`src/rtl/fifo.sv`:
```
// Synchronous show-ahead FIFO: the head word is visible on rd_data whenever rd_ok is high.
// Occupancy is held in a registered count, and both flags are decoded from that count.
module fifo #(
   parameter int ID    = 0,
   parameter int DW    = 32,
   parameter int AW    = 5,
   parameter int DEPTH = 32
) (
   input  logic          clk,
   input  logic          rst,
   input  logic          wr_en,
   input  logic [DW-1:0] wr_data,
   output logic          wr_ok,
   input  logic          rd_en,
   output logic [DW-1:0] rd_data,
   output logic          rd_ok
);

   localparam logic [AW:0]   LP_FULL = (AW+1)'(DEPTH);
   localparam logic [AW-1:0] LP_LAST = AW'(DEPTH-1);

   logic [DW-1:0] r_mem [DEPTH];
   logic [AW-1:0] r_wr_ptr;
   logic [AW-1:0] r_rd_ptr;
   logic [AW:0]   r_count;
   logic          w_push;
   logic          w_pop;

   assign wr_ok   = (r_count != LP_FULL);
   assign rd_ok   = (r_count != '0);
   assign w_push  = wr_en & wr_ok & rst;
   assign w_pop   = rd_en & rd_ok & rst;
   assign rd_data = r_mem[r_rd_ptr];

   // Pointers wrap explicitly at DEPTH-1 so that non-power-of-two depths work.
   always_ff @(posedge clk or negedge rst) begin
      if (!rst) begin
         r_wr_ptr <= '0;
         r_rd_ptr <= '0;
         r_count  <= '0;
      end else begin
         if (w_push) r_wr_ptr <= (r_wr_ptr == LP_LAST) ? '0 : r_wr_ptr + 1'b1;
         if (w_pop)  r_rd_ptr <= (r_rd_ptr == LP_LAST) ? '0 : r_rd_ptr + 1'b1;
         case ({w_push, w_pop})
            2'b10:   r_count <= r_count + 1'b1;
            2'b01:   r_count <= r_count - 1'b1;
            default: r_count <= r_count;
         endcase
      end
   end

   always_ff @(posedge clk) begin
      if (w_push) r_mem[r_wr_ptr] <= wr_data;
   end

`ifndef SYNTHESIS
   always_ff @(posedge clk) begin
      if (rst && wr_en && !wr_ok) $info("fifo %0d: write attempted while full, ignored", ID);
      if (rst && rd_en && !rd_ok) $info("fifo %0d: read attempted while empty, ignored", ID);
   end
`endif

endmodule

```
`config.mk`:
```
export PLATFORM = sky130hd
export DESIGN_NAME = fifo
export DESIGN_NICKNAME = d
export VERILOG_FILES = /design/src/rtl/fifo.sv
export SDC_FILE = /design/constraint.sdc
export NUM_CORES = 1
export LEC_CHECK = 0
export ABC_AREA = 1
export CORE_ASPECT_RATIO = 1.25
export CORE_UTILIZATION = 50
export CTS_CLUSTER_DIAMETER = 150
export DETAILED_ROUTE_END_ITERATION = 7
export PLACE_DENSITY = 0.73
export SETUP_SLACK_MARGIN = 0.15
export SYNTH_ARGS = -nofsm -noshare
export SYNTH_HDL_FRONTEND = slang
export SYNTH_SLANG_ARGS = --single-unit
```
`constraint.sdc`:
```
create_clock -name clk -period 10.6 [get_ports clk]
set_clock_uncertainty 0.15 [all_clocks]
set_input_delay 1.59 -clock clk [delete_from_list [all_inputs] [get_ports clk]]
set_output_delay 1.59 -clock clk [all_outputs]
set_load 0.02 [all_outputs]
```
==> results of run 1 <==
==> area by class of cell <==
type                    instances  area, um^2  share of cell area [%]
diodes                          3        7.51                  0.0153
clock buffers                 122        2660                    5.40
clock inverters                58         583                    1.18
well taps                    1168        1460                    2.97
flip-flops and latches       1040       31200                    63.3
repair buffers                137        1230                    2.49
multi-input cells            2310       10100                    20.4
inverters                     542        2050                    4.17
==> Yosys cell counts <==
master,number,area [um^2]
buf_2,146,731
nand2_1,1454,5460
nor4_1,1,6.26
o22a_1,1,8.76
nand3_1,623,3120
ha_1,12,150
nor2_1,71,267
clkbuf_1,44,165
buf_4,15,113
xor2_1,4,35.0
clkinv_1,4,15.0
fa_1,1,20.0
buf_1,11,41.3
buf_6,2,22.5
inv_1,536,2010
inv_2,2,7.51
o21ai_0,10,50.1
a21oi_1,66,330
o211ai_1,32,240
edfxtp_1,1024,30700
dfrtp_1,16,400
nor3_1,33,165
xnor2_1,2,17.5
==> worst max-delay path, delay by kind of cell (launching register included) <==
family	cells	cell delay [ns]
buffers and inverters	5	2.77
AND/OR/NAND/NOR	4	1.01
flip-flops	1	0.64
AO/OA/AOI/OAI	1	0.11
==> layer usage <==
layer,global-route usage (%),wire [um],vias up
met5,0,13,-
met4,13.0,5780,2
met3,3.42,11000,308
met2,43.9,57200,1594
met1,34.7,43800,14110
li1,-,-,13591
==> layout by cell type, fill, tap and decap left out <==
cell type | Yosys | layout
a21oi_1 | 66 | 66
buf_12 | 0 | 2
buf_4 | 15 | 66
bufinv_16 | 0 | 12
clkbuf_1 | 44 | 16
clkbuf_16 | 0 | 101
clkbuf_8 | 0 | 5
clkdlybuf4s50_1 | 0 | 69
clkinv_1 | 4 | 21
clkinv_2 | 0 | 27
clkinv_4 | 0 | 1
clkinvlp_4 | 0 | 1
dfrtp_1 | 16 | 12
dfrtp_2 | 0 | 1
dfrtp_4 | 0 | 3
diode_2 | 0 | 3
edfxtp_1 | 1024 | 1024
fa_1 | 1 | 1
ha_1 | 12 | 12
inv_1 | 536 | 532
inv_2 | 2 | 2
inv_6 | 0 | 2
inv_8 | 0 | 2
nand2_1 | 1454 | 1452
nand2_2 | 0 | 1
nand2_4 | 0 | 1
nand3_1 | 623 | 623
nor2_1 | 71 | 71
nor3_1 | 33 | 1
nor3_2 | 0 | 28
nor3_4 | 0 | 4
nor4_1 | 1 | 1
o211ai_1 | 32 | 32
o21ai_0 | 10 | 10
o22a_1 | 1 | 1
xnor2_1 | 2 | 2
xor2_1 | 4 | 4
==> state kept, by name, indices dropped and copies added, names as in the netlist <==
name / cells
r_rd_ptr: 5
r_mem: 1024
r_wr_ptr: 5
r_count: 6
==> where the power goes <==
part | switching, mW | internal, mW
sequential | 0.144 | 4.64
clock | 1.48 | 2.06
combinational | 2.46 | 1.03
==> how the worst max path moves through the flow <==
stage                                  from                     end  slack [ns]  cells past startpoint
CTS                 r_rd_ptr[0]$_DFFE_PN0P_             rd_data[12]        3.75                     12
finish              r_rd_ptr[2]$_DFFE_PN0P_              rd_data[4]        3.61                     10
detailed placement  r_rd_ptr[0]$_DFFE_PN0P_             rd_data[12]        4.44                     12
global route        r_rd_ptr[0]$_DFFE_PN0P_             rd_data[12]        3.46                     12
global placement    r_rd_ptr[0]$_DFFE_PN0P_             rd_data[12]        4.43                     12
floorplan                             wr_en  r_mem[14][0]$_DFFE_PP_        5.80                      5
==> through the flow <==
stage | instance area, um^2 | setup WS, ns | total power, mW | util (%)
floorplan | 44100 | 5.80 | 7.06 | -
global route | 49200 | 3.46 | 12.3 | 56.4
detailed placement | 46000 | 4.44 | 8.30 | 52.7
CTS | 49200 | 3.75 | 11.8 | 56.4
finish | 49200 | 3.61 | 11.8 | 56.4
global placement | 46000 | 4.43 | 8.28 | 52.7
==> cells by family (layout without fill, tap and decap cells) <==
logic type                 after synthesis  count (layout)  share of synthesized area [%]
and+or+nand+nor                       2182            2182                           20.4
DFF                                   1040            1040                           70.6
buffers and inverters                  760             859                           7.04
AOI/OAI and AO/OA                      109             109                           1.43
adders and majority gates               13              13                          0.386
xor gates and xnor gates                 6               6                          0.119
other                                    0               3                              0
==> run metrics, run 1 <==
status=complete, no violations; period utilization=66.0%; final-report hold violation count=0; Total Routed Length=118000 um; largest net degree at the start of global routing=200; CTS tree=built; Area growth, synth to finish=11.5%; CP max-delay cell=buf_4; crit start category=flip-flop; R2R depth=6; Cell Count, Final, Fillers Out=5380; Slew Limit Fails=0; RePlAce Congestion=0.789; WP data required=8.86 ns; Final min period=6.99 ns; postcts setup bufs=0; cts-stage hold buffer count=0; DIE WIDTH=268 um; crit path kind=flip-flop to output port; initial antenna violation count=7; Avg Vias per Cell=5.50; vias in the first global route=28459; Max-cap violations=0; Synth Instances=4110; Power Density=240 mW/mm^2; Final Setup Violations=0; ANT nets after route=0; Max FO, Critical Path=49; fin nets=4177; Total Routing Usage GR=26.6%; Slew HR=18.2%; clock sinks=1040; Die Ht=334 um; worst hold stages=2; Ys Warns=0; H-tree depth=3; share of post-route cells with drive strength above 1=6.15%; first-pass GRT wire length=175000 um; RSZ-0062 raised after global routing=false; filler cell count=6948; Achievable Freq=143 MHz; core area=0.0872 mm^2; Synth Cell Area=0.0441 mm^2; worst-margin pin slew=1.23 ns; row count=121; syn nets=4159; register area share after synthesis=70.6%; placed cell count=5197; Worst setup EP type=output port; hpwl dp=58300 um; num ports=70; initial drt markers=3664; total CTS buffers=97; drt first pass iters=6; CTS Buffer Depth=3; CTS resizes=0; P_leak=19.8 nW; starting density of the core=50.6%; worst flop-to-flop path endpoint=r_mem[15][0]$_DFFE_PP_; worst hold margin=0.381 ns; drt wl/cell=21.9 um; reg-to-reg startpoint=r_count[5]$_DFFE_PN0P_; Hold EP=r_count[2]$_DFFE_PN0P_; Buffers on Ports=69; setup tns final=0 ns; Root Buffer=clkbuf_16; clk_lat worst skew=0.65 ns; max incr delay on CP=0.80 ns; vias=29605; HP Class=flip-flop to flip-flop; Min-Delay Startpoint=r_count[2]$_DFFE_PN0P_; Netlist cell types=23; grt ovf=0; Reg clk slew, reported paths=0.06 ns; Max VDD drop=0.166 mV; Worst Path Arrival=5.25 ns; die area=0.0894 mm^2; CP cell instances=buf_4 > clkinv_2 > nand2_4 > buf_4 > a21oi_1 > nor2_1 > nand2_1 > nand2_1 > inv_1 > clkdlybuf4s50_1; register bit total from synthesis=1040; Mapped Avg Cell Area=10.7 um^2; reg2reg setup slack=6.99 ns; DRC=0
No activity file was read; power rests on OpenSTA's default activity.
==> run 2: changes to the inputs <==
- clock period: 10.6 -> 7 ns (I/O delays scaled with it)
==> run metrics, run 2 (synthesis results as in run 1) <==
starting density of the core=50.6% (unchanged); met2 Usage GRT=43.2% (-0.79 points); total CTS buffers=97 (unchanged); R2R depth=13 (+7); fin nets=4196 (+0.45%); RSZ-0062 raised after global routing=false; most frequent cells in the layout=nand2_1 (1452), edfxtp_1 (1024), nand3_1 (623); Most Crowded Layer GR=met2; ANT nets after route=0 (unchanged); DIE WIDTH=268 um (unchanged); Area growth, synth to finish=11.8%; Max FO, Critical Path=41 (-16%); Sw Ratio=35.0% (+0.45 points); H-tree depth=3 (unchanged); largest net degree at the start of global routing=214 (+7.0%); row count=121 (unchanged); Max-cap violations=0 (unchanged); worst-margin pin slew=1.29 ns (+0.0624 ns); final instance area=0.0493 mm^2 (+0.24%); reg-to-reg startpoint=r_count[1]$_DFFE_PN0P_; drt wl/cell=21.9 um (+0.29%); period utilization=80.9%; Final Setup Violations=0 (unchanged); initial antenna violation count=5 (-2); grt met3 use=3.52% (+0.096 points); hpwl dp=62800 um (+7.8%); part of the power in registers=40.6% (about the same); core area=0.0872 mm^2 (unchanged); vias in the first global route=28479 (+0.070%); combinational fraction of design power=29.8% (+0.3 points); most flop-heavy register=r_mem; final-report hold violation count=0 (unchanged); first-pass GRT wire length=176000 um (+0.47%); WP data required=5.80 ns (-3.06 ns); biggest regs=r_mem: 1024 flops, r_count: 6 flops; worst setup margin=1.34 ns (-2.27 ns); HP Class=flip-flop to flip-flop; Root Buffer=clkbuf_16; cts-stage hold buffer count=0 (unchanged); Achievable Freq=177 MHz; most common cell after layout, fill and taps aside=nand2_1; share of post-route cells with drive strength above 1=6.39% (+0.23 points); crit start category=flip-flop; Max VDD drop=0.254 mV (+53%); Buffers on Ports=69 (unchanged); Post-Place Cell Area=0.0462 mm^2 (+0.46%); vias=30018 (+1.4%); Clock Power Share=29.5% (-0.5 points); status=complete, no violations; CTS resizes=0 (unchanged); num ports=70 (unchanged); reg2reg setup slack=3.33 ns (-3.66 ns); drt first pass iters=6 (unchanged); clock sinks=1040 (unchanged); Slew Limit Fails=0 (unchanged); initial drt markers=3864 (+5.5%); CTS Buffer Depth=3 (unchanged); Tot Pwr=17.8 mW (+51%); P_leak=19.8 nW (+0.16%); worst hold margin=0.382 ns (+0.000741 ns); crit path kind=flip-flop to output port; Power Density=361 mW/mm^2 (+51%); postcts setup bufs=0 (unchanged); Setup WS pre-CTS=2.08 ns (-2.36 ns); Slew HR=13.5% (-4.6 points); DRC=0 (unchanged); number of flip-flops in the largest register=1024 (unchanged); worst hold stages=2 (unchanged); Reg clk slew, reported paths=0.06 ns (about the same); clk_lat worst skew=0.66 ns (about the same); grt ovf=0 (unchanged); Die Ht=334 um (unchanged); Final min period=5.66 ns; Worst Path Arrival=4.46 ns (-0.79 ns); setup tns final=0 ns (unchanged); CTS tree=built; worst flop-to-flop path endpoint=r_count[4]$_DFFE_PN0P_; Total Routing Usage GR=26.5% (-0.094 points); die area=0.0894 mm^2 (unchanged); Min-Delay Startpoint=r_count[2]$_DFFE_PN0P_; sw power=6.24 mW (+53%); Internal=11.6 mW (+50%); Avg Vias per Cell=5.56 (+1.1%); Total Routed Length=118000 um (+0.63%); RePlAce Congestion=0.817 (+3.5%); Worst setup EP type=output port; Hold EP=r_count[2]$_DFFE_PN0P_; GRT met1 Usage=35.5% (+0.74 points)
## run 2: layout make-up
class                   instances  area [um^2]
multi-input cells            2310        10000
clock inverters                61          596
diodes                          2         5.00
flip-flops and latches       1040        31200
well taps                    1168         1460
repair buffers                156         1450
clock buffers                 119         2550
inverters                     542         2050
fillers                      7101        37900
## run 2: power by group through the flow
stage | Combinational, mW | Sequential [mW] | Clock, mW
after floorplan | 3.49 | 7.21 | 0
after global placement | 5.22 | 7.36 | 0
after detailed placement | 5.26 | 7.37 | 0
after CTS | 5.30 | 7.23 | 5.29
after global routing | 5.77 | 7.25 | 5.53
final | 5.32 | 7.24 | 5.26
## run 2: worst max-delay path by stage
stage / startpoint / endpoint / slack, ns / cells past startpoint
global route: r_rd_ptr[2]$_DFFE_PN0P_ / rd_data[4] / 1.21 / 9
floorplan: wr_en / r_mem[14][0]$_DFFE_PP_ / 2.74 / 5
global placement: rst / r_mem[5][20]$_DFFE_PP_ / 2.08 / 7
detailed placement: r_rd_ptr[2]$_DFFE_PN0P_ / rd_data[4] / 2.08 / 9
finish: r_rd_ptr[2]$_DFFE_PN0P_ / rd_data[4] / 1.34 / 9
CTS: r_rd_ptr[2]$_DFFE_PN0P_ / rd_data[4] / 1.38 / 9
## run 2: stage by stage
step | cells | utilization [%]
finish | 5398 | 56.6
global route | 5398 | 56.6
CTS | 5396 | 56.6
detailed placement | 5216 | 53.0
global placement | 5215 | 52.9
floorplan | 4110 | -
## run 2: layer usage
layer	up-vias	wire length [um]
met3	306	11600
met1	14435	44600
met5	-	11
met2	1667	57200
met4	2	5140
li1	13608	-
## run 2: critical path, stage by stage, from the launching register on
cell and delay (ns):
dfrtp_4 0.70, clkinv_2 0.67, nand2_4 0.63, buf_4 0.66, a21oi_1 0.11, nor2_1 0.12, nand2_1 0.06, nand2_1 0.11
inv_1 0.10, clkdlybuf4s50_1 0.56
